File: src/rtl/minimicro_pkg.sv
`default_nettype none
// ============================================================================
// Module   : minimicro_pkg
// Purpose  : Shared types and constants for the load/store-multiple sequencer.
// Revision : 1.0 - initial release
// ============================================================================
package minimicro_pkg;

  typedef enum logic [2:0] {
    IDLE  = 3'd0,
    SCAN  = 3'd1,
    RDREG = 3'd2,
    MEM   = 3'd3,
    WBREG = 3'd4,
    DONE  = 3'd5
  } seq_state_t;

  localparam int         WORD_BYTES = 4;
  localparam logic [3:0] PC_REG_IDX = 4'd15;

endpackage
`default_nettype wire

File: src/rtl/reg_list_sequencer_if.sv
`default_nettype none
// ============================================================================
// Module   : reg_list_sequencer_if
// Purpose  : Command, data-memory and register-file signals of the sequencer.
// Revision : 1.0 - initial release
// ============================================================================
interface reg_list_sequencer_if #(
  parameter int DATA_W     = 32,
  parameter int RF_ADDR_W  = 4,
  parameter int MEM_ADDR_W = 32
) ();

  logic                  start;
  logic                  is_load;
  logic [15:0]           reg_list;
  logic [MEM_ADDR_W-1:0] base_addr;
  logic                  busy;
  logic                  done;
  logic [MEM_ADDR_W-1:0] end_addr;

  logic                  mem_req;
  logic                  mem_we;
  logic [MEM_ADDR_W-1:0] mem_addr;
  logic [DATA_W-1:0]     mem_wdata;
  logic                  mem_ack;
  logic [DATA_W-1:0]     mem_rdata;

  logic [RF_ADDR_W-1:0]  rf_ra;
  logic [DATA_W-1:0]     rf_rd;
  logic [RF_ADDR_W-1:0]  rf_wa;
  logic [DATA_W-1:0]     rf_wd;
  logic                  rf_we;
  logic                  pc_we;
  logic [DATA_W-1:0]     pc_wd;

  modport master (
    input  start, is_load, reg_list, base_addr, mem_ack, mem_rdata, rf_rd,
    output busy, done, end_addr, mem_req, mem_we, mem_addr, mem_wdata,
           rf_ra, rf_wa, rf_wd, rf_we, pc_we, pc_wd
  );

  modport slave (
    output start, is_load, reg_list, base_addr, mem_ack, mem_rdata, rf_rd,
    input  busy, done, end_addr, mem_req, mem_we, mem_addr, mem_wdata,
           rf_ra, rf_wa, rf_wd, rf_we, pc_we, pc_wd
  );

endinterface
`default_nettype wire

File: src/rtl/reg_list_sequencer_lowest_set_bit.sv
`default_nettype none
// ============================================================================
// Module   : lowest_set_bit
// Purpose  : 16-bit priority encoder returning the index of the lowest set bit.
// Revision : 1.0 - initial release
// ============================================================================
module lowest_set_bit (
  input  wire  [15:0] vec,
  output logic [3:0]  idx,
  output logic        any_set
);

  // Descending scan so the lowest set bit is the last assignment to land.
  always_comb begin
    idx = 4'd0;
    for (int i = 15; i >= 0; i--) begin
      if (vec[i]) idx = 4'(i);
    end
  end

  assign any_set = |vec;

endmodule
`default_nettype wire

File: src/rtl/reg_list_sequencer.sv
`default_nettype none
// ============================================================================
// Module   : reg_list_sequencer
// Purpose  : LDM/STM (increment-after) engine walking a register list lowest-first.
// Revision : 1.0 - initial release
// ============================================================================
module reg_list_sequencer
  import minimicro_pkg::*;
#(
  parameter int DATA_W     = 32,
  parameter int RF_ADDR_W  = 4,
  parameter int MEM_ADDR_W = 32
) (
  input wire                   clk,
  input wire                   rst,
  reg_list_sequencer_if.master bus
);

  seq_state_t            r_state;
  seq_state_t            w_next;
  logic                  r_is_load;
  logic [15:0]           r_list;
  logic [MEM_ADDR_W-1:0] r_addr;
  logic [MEM_ADDR_W-1:0] r_end_addr;
  logic [3:0]            r_idx;
  logic [DATA_W-1:0]     r_wdata;
  logic [DATA_W-1:0]     r_rdata;
  logic [3:0]            w_idx;
  logic                  w_any;

  lowest_set_bit u_lsb (
    .vec     (r_list),
    .idx     (w_idx),
    .any_set (w_any)
  );

  always_ff @(posedge clk) begin
    if (rst) r_state <= IDLE;
    else     r_state <= w_next;
  end

  always_comb begin
    w_next = r_state;
    case (r_state)
      IDLE:    if (bus.start) w_next = SCAN;
      SCAN:    if (!w_any)         w_next = DONE;
               else if (r_is_load) w_next = MEM;
               else                w_next = RDREG;
      RDREG:   w_next = MEM;
      MEM:     if (bus.mem_ack) w_next = r_is_load ? WBREG : SCAN;
      WBREG:   w_next = SCAN;
      DONE:    w_next = IDLE;
      default: w_next = IDLE;
    endcase
  end

  // The address only moves on an accepted ack, which keeps mem_addr stable across wait states.
  always_ff @(posedge clk) begin
    if (rst) begin
      r_is_load  <= 1'b0;
      r_list     <= '0;
      r_addr     <= '0;
      r_end_addr <= '0;
      r_idx      <= '0;
      r_wdata    <= '0;
      r_rdata    <= '0;
    end else begin
      case (r_state)
        IDLE: if (bus.start) begin
          r_is_load <= bus.is_load;
          r_list    <= bus.reg_list;
          r_addr    <= bus.base_addr;
        end
        SCAN: if (w_any) r_idx      <= w_idx;
              else       r_end_addr <= r_addr;
        RDREG: r_wdata <= bus.rf_rd;
        MEM: if (bus.mem_ack) begin
          r_list <= r_list & ~(16'd1 << r_idx);
          r_addr <= r_addr + MEM_ADDR_W'(WORD_BYTES);
          if (r_is_load) r_rdata <= bus.mem_rdata;
        end
        default: ;
      endcase
    end
  end

  // Strobes are gated by rst so an abort takes effect in the cycle it is raised.
  always_comb begin
    bus.busy      = 1'b0;
    bus.done      = 1'b0;
    bus.mem_req   = 1'b0;
    bus.mem_we    = 1'b0;
    bus.rf_we     = 1'b0;
    bus.pc_we     = 1'b0;
    bus.end_addr  = r_end_addr;
    bus.mem_addr  = r_addr;
    bus.mem_wdata = r_wdata;
    bus.rf_ra     = RF_ADDR_W'(r_idx);
    bus.rf_wa     = RF_ADDR_W'(r_idx);
    bus.rf_wd     = r_rdata;
    bus.pc_wd     = r_rdata;
    case (r_state)
      SCAN, RDREG, WBREG: bus.busy = 1'b1;
      MEM: begin
        bus.busy    = 1'b1;
        bus.mem_req = ~rst;
        bus.mem_we  = ~rst & ~r_is_load;
      end
      DONE: bus.done = 1'b1;
      default: ;
    endcase
    if ((r_state == WBREG) && !rst) begin
      if (r_idx == PC_REG_IDX) bus.pc_we = 1'b1;
      else                     bus.rf_we = 1'b1;
    end
  end

endmodule
`default_nettype wire
File: src/flat_wrapper.sv
// flat-port wrapper written by rule: the top's interface ports become plain ports
module reg_list_sequencer_flat import minimicro_pkg::*;
#(
  parameter int DATA_W     = 32,
  parameter int RF_ADDR_W  = 4,
  parameter int MEM_ADDR_W = 32
)
  (clk, rst, bus_start, bus_is_load, bus_reg_list, bus_base_addr, bus_mem_ack, bus_mem_rdata, bus_rf_rd, bus_busy, bus_done, bus_end_addr, bus_mem_req, bus_mem_we, bus_mem_addr, bus_mem_wdata, bus_rf_ra, bus_rf_wa, bus_rf_wd, bus_rf_we, bus_pc_we, bus_pc_wd);
  reg_list_sequencer_if #(.DATA_W(DATA_W), .RF_ADDR_W(RF_ADDR_W), .MEM_ADDR_W(MEM_ADDR_W)) bus_i ();
  input wire clk;
  input wire rst;
  input wire logic [$bits(bus_i.start)-1:0] bus_start;
  input wire logic [$bits(bus_i.is_load)-1:0] bus_is_load;
  input wire logic [$bits(bus_i.reg_list)-1:0] bus_reg_list;
  input wire logic [$bits(bus_i.base_addr)-1:0] bus_base_addr;
  input wire logic [$bits(bus_i.mem_ack)-1:0] bus_mem_ack;
  input wire logic [$bits(bus_i.mem_rdata)-1:0] bus_mem_rdata;
  input wire logic [$bits(bus_i.rf_rd)-1:0] bus_rf_rd;
  output wire logic [$bits(bus_i.busy)-1:0] bus_busy;
  output wire logic [$bits(bus_i.done)-1:0] bus_done;
  output wire logic [$bits(bus_i.end_addr)-1:0] bus_end_addr;
  output wire logic [$bits(bus_i.mem_req)-1:0] bus_mem_req;
  output wire logic [$bits(bus_i.mem_we)-1:0] bus_mem_we;
  output wire logic [$bits(bus_i.mem_addr)-1:0] bus_mem_addr;
  output wire logic [$bits(bus_i.mem_wdata)-1:0] bus_mem_wdata;
  output wire logic [$bits(bus_i.rf_ra)-1:0] bus_rf_ra;
  output wire logic [$bits(bus_i.rf_wa)-1:0] bus_rf_wa;
  output wire logic [$bits(bus_i.rf_wd)-1:0] bus_rf_wd;
  output wire logic [$bits(bus_i.rf_we)-1:0] bus_rf_we;
  output wire logic [$bits(bus_i.pc_we)-1:0] bus_pc_we;
  output wire logic [$bits(bus_i.pc_wd)-1:0] bus_pc_wd;
  assign bus_i.start = bus_start;
  assign bus_i.is_load = bus_is_load;
  assign bus_i.reg_list = bus_reg_list;
  assign bus_i.base_addr = bus_base_addr;
  assign bus_i.mem_ack = bus_mem_ack;
  assign bus_i.mem_rdata = bus_mem_rdata;
  assign bus_i.rf_rd = bus_rf_rd;
  assign bus_busy = bus_i.busy;
  assign bus_done = bus_i.done;
  assign bus_end_addr = bus_i.end_addr;
  assign bus_mem_req = bus_i.mem_req;
  assign bus_mem_we = bus_i.mem_we;
  assign bus_mem_addr = bus_i.mem_addr;
  assign bus_mem_wdata = bus_i.mem_wdata;
  assign bus_rf_ra = bus_i.rf_ra;
  assign bus_rf_wa = bus_i.rf_wa;
  assign bus_rf_wd = bus_i.rf_wd;
  assign bus_rf_we = bus_i.rf_we;
  assign bus_pc_we = bus_i.pc_we;
  assign bus_pc_wd = bus_i.pc_wd;
  reg_list_sequencer #(.DATA_W(DATA_W), .RF_ADDR_W(RF_ADDR_W), .MEM_ADDR_W(MEM_ADDR_W)) u_core (.clk(clk), .rst(rst), .bus(bus_i));
endmodule
File: config.mk
export PLATFORM = sky130hd
export DESIGN_NAME = reg_list_sequencer_flat
export DESIGN_NICKNAME = d
export VERILOG_FILES = /design/src/rtl/minimicro_pkg.sv /design/src/rtl/reg_list_sequencer_if.sv /design/src/rtl/reg_list_sequencer_lowest_set_bit.sv /design/src/rtl/reg_list_sequencer.sv /design/src/flat_wrapper.sv
export SDC_FILE = /design/constraint.sdc
export NUM_CORES = 1
export LEC_CHECK = 0
export ABC_AREA = 0
export CAP_MARGIN = 20
export CORE_MARGIN = 2
export CORE_UTILIZATION = 40
export DETAILED_ROUTE_END_ITERATION = 12
export PLACE_DENSITY = 0.8
export SLEW_MARGIN = 20
export SYNTH_ARGS = -nofsm -noshare
export SYNTH_HDL_FRONTEND = slang
export SYNTH_HIERARCHICAL = 1
export SYNTH_SLANG_ARGS = --single-unit
File: constraint.sdc
create_clock -name clk -period 4.9 [get_ports clk]
set_input_delay 0.98 -clock clk [delete_from_list [all_inputs] [get_ports clk]]
set_output_delay 0.98 -clock clk [all_outputs]
set_load 0.05 [all_outputs]
======== Word-level counts from Yosys, hierarchy flattened ========
Cells that the tools add are included.
word-level totals
  input bits .............................. 117
  logic and storage cells ................. 72
  output and inout port bits .............. 174
  bits in registers ....................... 152
cells by class
  reduce and logical (&&, ||, !) cells .... 12
  equal/unequal tests ..................... 8
  bitwise logic cells ..................... 6
  muxes and demuxes ....................... 36
  shift-type cells ........................ 1
  add/subtract/negate cells ............... 1
operator list
  kind                   count
  $mux 32                2
  $mux 4                 16
  $pmux 32 s2            1
  $add 32x3->32 const B  1
  $mux 16                2
  $pmux 16 s2            1
  $and 16x16->16         1
  $not 16->16            1
  $reduce_or 16->1       1
  $shl 1x4->16 const A   1
  $pmux 3 s5             1
  $mux 3                 4
  $mux 1                 9
  $reduce_and 2->1       4
  $eq 3x2->1 const B     2
  $eq 3x3->1 const B     2
  $reduce_and 3->1       2
  $eq 4x4->1 const B     1
  $ne 2x2->1 const B     2
  $reduce_or 4->1        1
  $eq 3x1->1 const B     1
  $logic_not 3->1        1
  $not 1->1              3
  $reduce_bool 2->1      1
  other kinds (3)        3

======== Logic depth before layout (Yosys ltp) ========
  depth in word-level cells ............... 16
  gate-level depth with buffers ........... 8
  mapped depth without buffers ............ 7

======== Modules after synthesis ========
Netlist, hierarchy kept.
modules (own cells, without submodules)
  module              times used  sequential area each (um2)  cells each  area each (um2)
  reg_list_sequencer  1           3042.9                      873         6781.5
  lowest_set_bit      1           0.0                         34          176.4

======== Least setup slack after synthesis ========
OpenSTA, ideal clock, no wires.
  kind .................................... in2out
  start ................................... in rst
  end ..................................... out bus_rf_we
  stages .................................. 4
  buffers on the path ..................... 1
  arrival ................................. 2.041 ns
  required time ........................... 3.920 ns
  path slack .............................. 1.879 ns
  path through ............................ inv_1 clkbuf_1 nand3_1 nor2_1
between the ends
  longest elaborated chain between the ends .. 3
RTL lines
  item                line                       RTL
  start: declaration  flat_wrapper.sv:11         input wire rst;
  $logic_not 1->1     reg_list_sequencer.sv:112  if ((r_state == WBREG) && !rst) begin
  $logic_and 1x1->1   reg_list_sequencer.sv:112
  $mux 1              reg_list_sequencer.sv:112
  end: declaration    flat_wrapper.sv:29         output wire logic [$bits(bus_i.rf_we)-1:0] bus_rf_we;
Every way passes these cells.

======== Worst setup path after layout ========
  start ................................... in rst
  end ..................................... out bus_mem_we
between the ends
  longest elaborated chain between the ends .. 3
RTL lines
  item              line                       RTL
  $not 1->1         reg_list_sequencer.sv:107  bus.mem_we = ~rst & ~r_is_load;
  $and 1x1->1       reg_list_sequencer.sv:107
  $mux 1            reg_list_sequencer.sv:102  case (r_state)
  end: declaration  flat_wrapper.sv:23         output wire logic [$bits(bus_i.mem_we)-1:0] bus_mem_we;
Every way passes these cells.

==> impl_metrics.yaml <==
pwr:
  switching_share_pct: 41.44
  p_int_mw: 2.746
  clkPwrFrac_pct: 26.8
  p_leak_nw: 3.584
  seq_power_share_pct: 35.1
  power_mw: 4.689
  switchingPower_mw: 1.943
  pwr_density_cell_nw_per_um2: 458.0
  vdd_drop_max_v: 0.0002785
  p_comb_share_pct: 38.1
critical_path:
  worstSetupPathType: "input port to output port"
  endpoint_kind: "output port"
  cp.required_ns: 3.92
  path_max_fanout: 11
  crit_path_start_kind: "input port"
  arrival_ns: 2.73
sta:
  finalSetupViolCount: 0
  period_minus_slack_ns: 3.715
  finalMaxSlewViolations: 0
  rsz0062_at_grt: "no"
  finalCritPeriodShare_pct: 75.81
  max_freq_ghz: 0.2692
  setup_tns_ns: 0
  hold_violations: 0
  relSlewSlack_pct: 36.04
  hold_ws_ns: 0.4513
  tightestPinTransition_ns: 0.9554
  clock-skew-final_ns: 0.01274
clock_tree:
  cts_hold_buffers: 0
  cts-buffers-inserted: 17
  clk_latency_ns: 0.42
  postCtsSetupBuffers: 0
  cts_buffer_depth: 2
  htreeDepth: 4
  cts_sinks: 152
  cts_tree: "built"
  ctsResizeCount: 0
  clkSlewWorstSetupHoldPaths_ns: 0.06
  clock-root-buffer: "clkbuf_16"
routing:
  detail-route-antenna-nets: 0
  drtIter0Drc: 731
  drc: 0
  vias_per_cell: 5.295
  drtPass1Iterations: 6
  num_vias: 7244
  routed_wl_um: 22560
  routedWlPerCell_um: 16.49
run_status:
  status: "completed"
synth:
  syn-num-nets: 1025
  synth_edf_count: 0
  netlist_instances: 907
  synth_seq_area_share_pct: 43.73
  syn_area_um2: 6958
  synth_cell_types: 63
  synth-seq-cells: 152
  synth_warnings: 6
  async_flop_share_pct: 0
  ys.flop_type: "dfxtp_1"
  avgSynthCellArea_um2: 7.671
die:
  start_util_pct: 40.51
  dieWidth_um: 135.9
  pin_count: 291
  core_area_um2: 17180
  die_h_um: 135.9
  fp-row-count: 48
  die-area_um2: 18470
cells_and_area:
  area_delta_synth_final_pct: 47.17
  nets: 1247
  drive_gt1_share_pct: 5.604
placed_design:
  dp_hpwl_um: 15820
  numPortBuffers: 290
  globalplace.congestion: 0.8783
global_route:
  grt_pass1_wl_um: 33940
  first_global_vias: 6375
  grt_usage_pct: 23.24
  grt_max_degree: 80
  grt_overflow: 0
  antenna_found_initial: 1
worst_hold_path:
  worstHoldPathType: "flip-flop to flip-flop"
job:
  cap_viol_max_count: 0
-- worst max-delay path, cell delays in order --
cell,delay (ns)
buf_4,0.11
inv_1,0.33
nand2_1,0.30
nor2_1,0.17
clkdlybuf4s50_1,0.84
-- registers in the layout, indices dropped and copies added, names as in the netlist --
name                  count
u_core/bus.rf_ra          4
u_core/r_is_load          1
u_core/bus.pc_wd         32
u_core/r_list            16
u_core/r_state            3
u_core/bus.mem_addr      32
u_core/bus.end_addr      32
u_core/bus.mem_wdata     32
-- routing by layer --
layer | global-route usage, % | wire [um] | part of all wire [%]
met1 | 29.78 | 9564 | 42
met2 | 37.79 | 10940 | 48
met3 | 5.593 | 1482 | 6.6
met4 | 9.086 | 580 | 2.6
met5 | 0 | 0 | 0
-- placed cells by master (no fill, tap or decap), types with 5 or more instances in the layout --
cell type        count
o21ai_0              7
clkbuf_16           17
nand2_1            252
inv_1                6
nand3_1             18
a32o_1               5
o21ai_1             26
and3_1              10
nor3_1              11
dfxtp_1            152
a211oi_1             6
nor2b_1              5
nand4_1              9
clkdlybuf4s50_1    289
nor2_1              52
buf_4               12
o22ai_1              7
a21oi_1            149
a31oi_1             11
mux2i_1             10
-- through the flow --
stage / util (%) / instance area (um^2) / cells / setup WS [ns]
2_1_floorplan: - / 6958 / 907 / 1.879
4_1_cts: 59.59 / 10240 / 1367 / 1.180
6_report: 59.62 / 10240 / 1368 / 1.185
3_3_place_gp: 56.30 / 9671 / 1335 / 1.180
3_5_place_dp: 56.30 / 9671 / 1335 / 1.174
5_1_grt: 59.62 / 10240 / 1368 / 1.106
-- final cells by class --
| cell class | count | area [um^2] |
|---|---|---|
| multi-input cells | 650 | 3338 |
| well taps | 225 | 281.5 |
| clock inverters | 13 | 122.6 |
| repair buffers | 301 | 2983 |
| clock buffers | 19 | 442.9 |
| diodes | 1 | 2.502 |
| flip-flops and latches | 152 | 3043 |
| inverters | 7 | 26.28 |
| fillers | 1555 | 6937 |
-- power groups by stage --
stage	registers (mW)	logic [mW]	clock network, mW
after floorplan	2.04	0.819	0
after global placement	1.66	1.76	0
after detailed placement	1.67	1.78	0
after CTS	1.64	1.78	1.28
after global routing	1.67	1.90	1.33
final	1.65	1.79	1.26
-- path summary, 6_finish.rpt --
path,slack (ns),end,startpoint,depth (start not counted)
setup reg to reg,2.11,u_core/bus.mem_addr[2],u_core/r_state[2],7
setup / recovery,1.19,bus_mem_we,rst,5
hold reg to reg,0.45,u_core/bus.mem_wdata[1],u_core/bus.mem_wdata[1],2
hold / removal,0.45,u_core/bus.mem_wdata[1],u_core/bus.mem_wdata[1],2
-- cells in the mapped netlist, drive strengths merged, types with 8 or more instances --
| cell | count | area (um^2) |
|---|---|---|
| nor4 | 8 | 101.3 |
| nand4 | 10 | 68.81 |
| a21oi | 150 | 750.7 |
| nand3 | 20 | 117.6 |
| o21ai | 33 | 165.2 |
| nor3 | 14 | 85.08 |
| clkbuf | 43 | 181.4 |
| nand2 | 254 | 958.4 |
| and3 | 11 | 68.82 |
| nor2 | 53 | 201.5 |
| mux2i | 10 | 100.1 |
| a31oi | 11 | 68.82 |
| dfxtp | 152 | 3043 |
| buf | 55 | 401.6 |
-- kinds of logic (layout without fill, tap and decap cells) --
group	after synthesis	after routing	synth area share (%)
flops	152	152	43.73
compound gates	244	244	20.05
other cells	0	1	0
xor+xnor	1	1	0.1259
fa+ha+maj	1	1	0.1798
simple gates	394	394	25.71
buf+inv	105	340	8.757
mux	10	10	1.439
No activity file was read; power rests on OpenSTA's default activity.
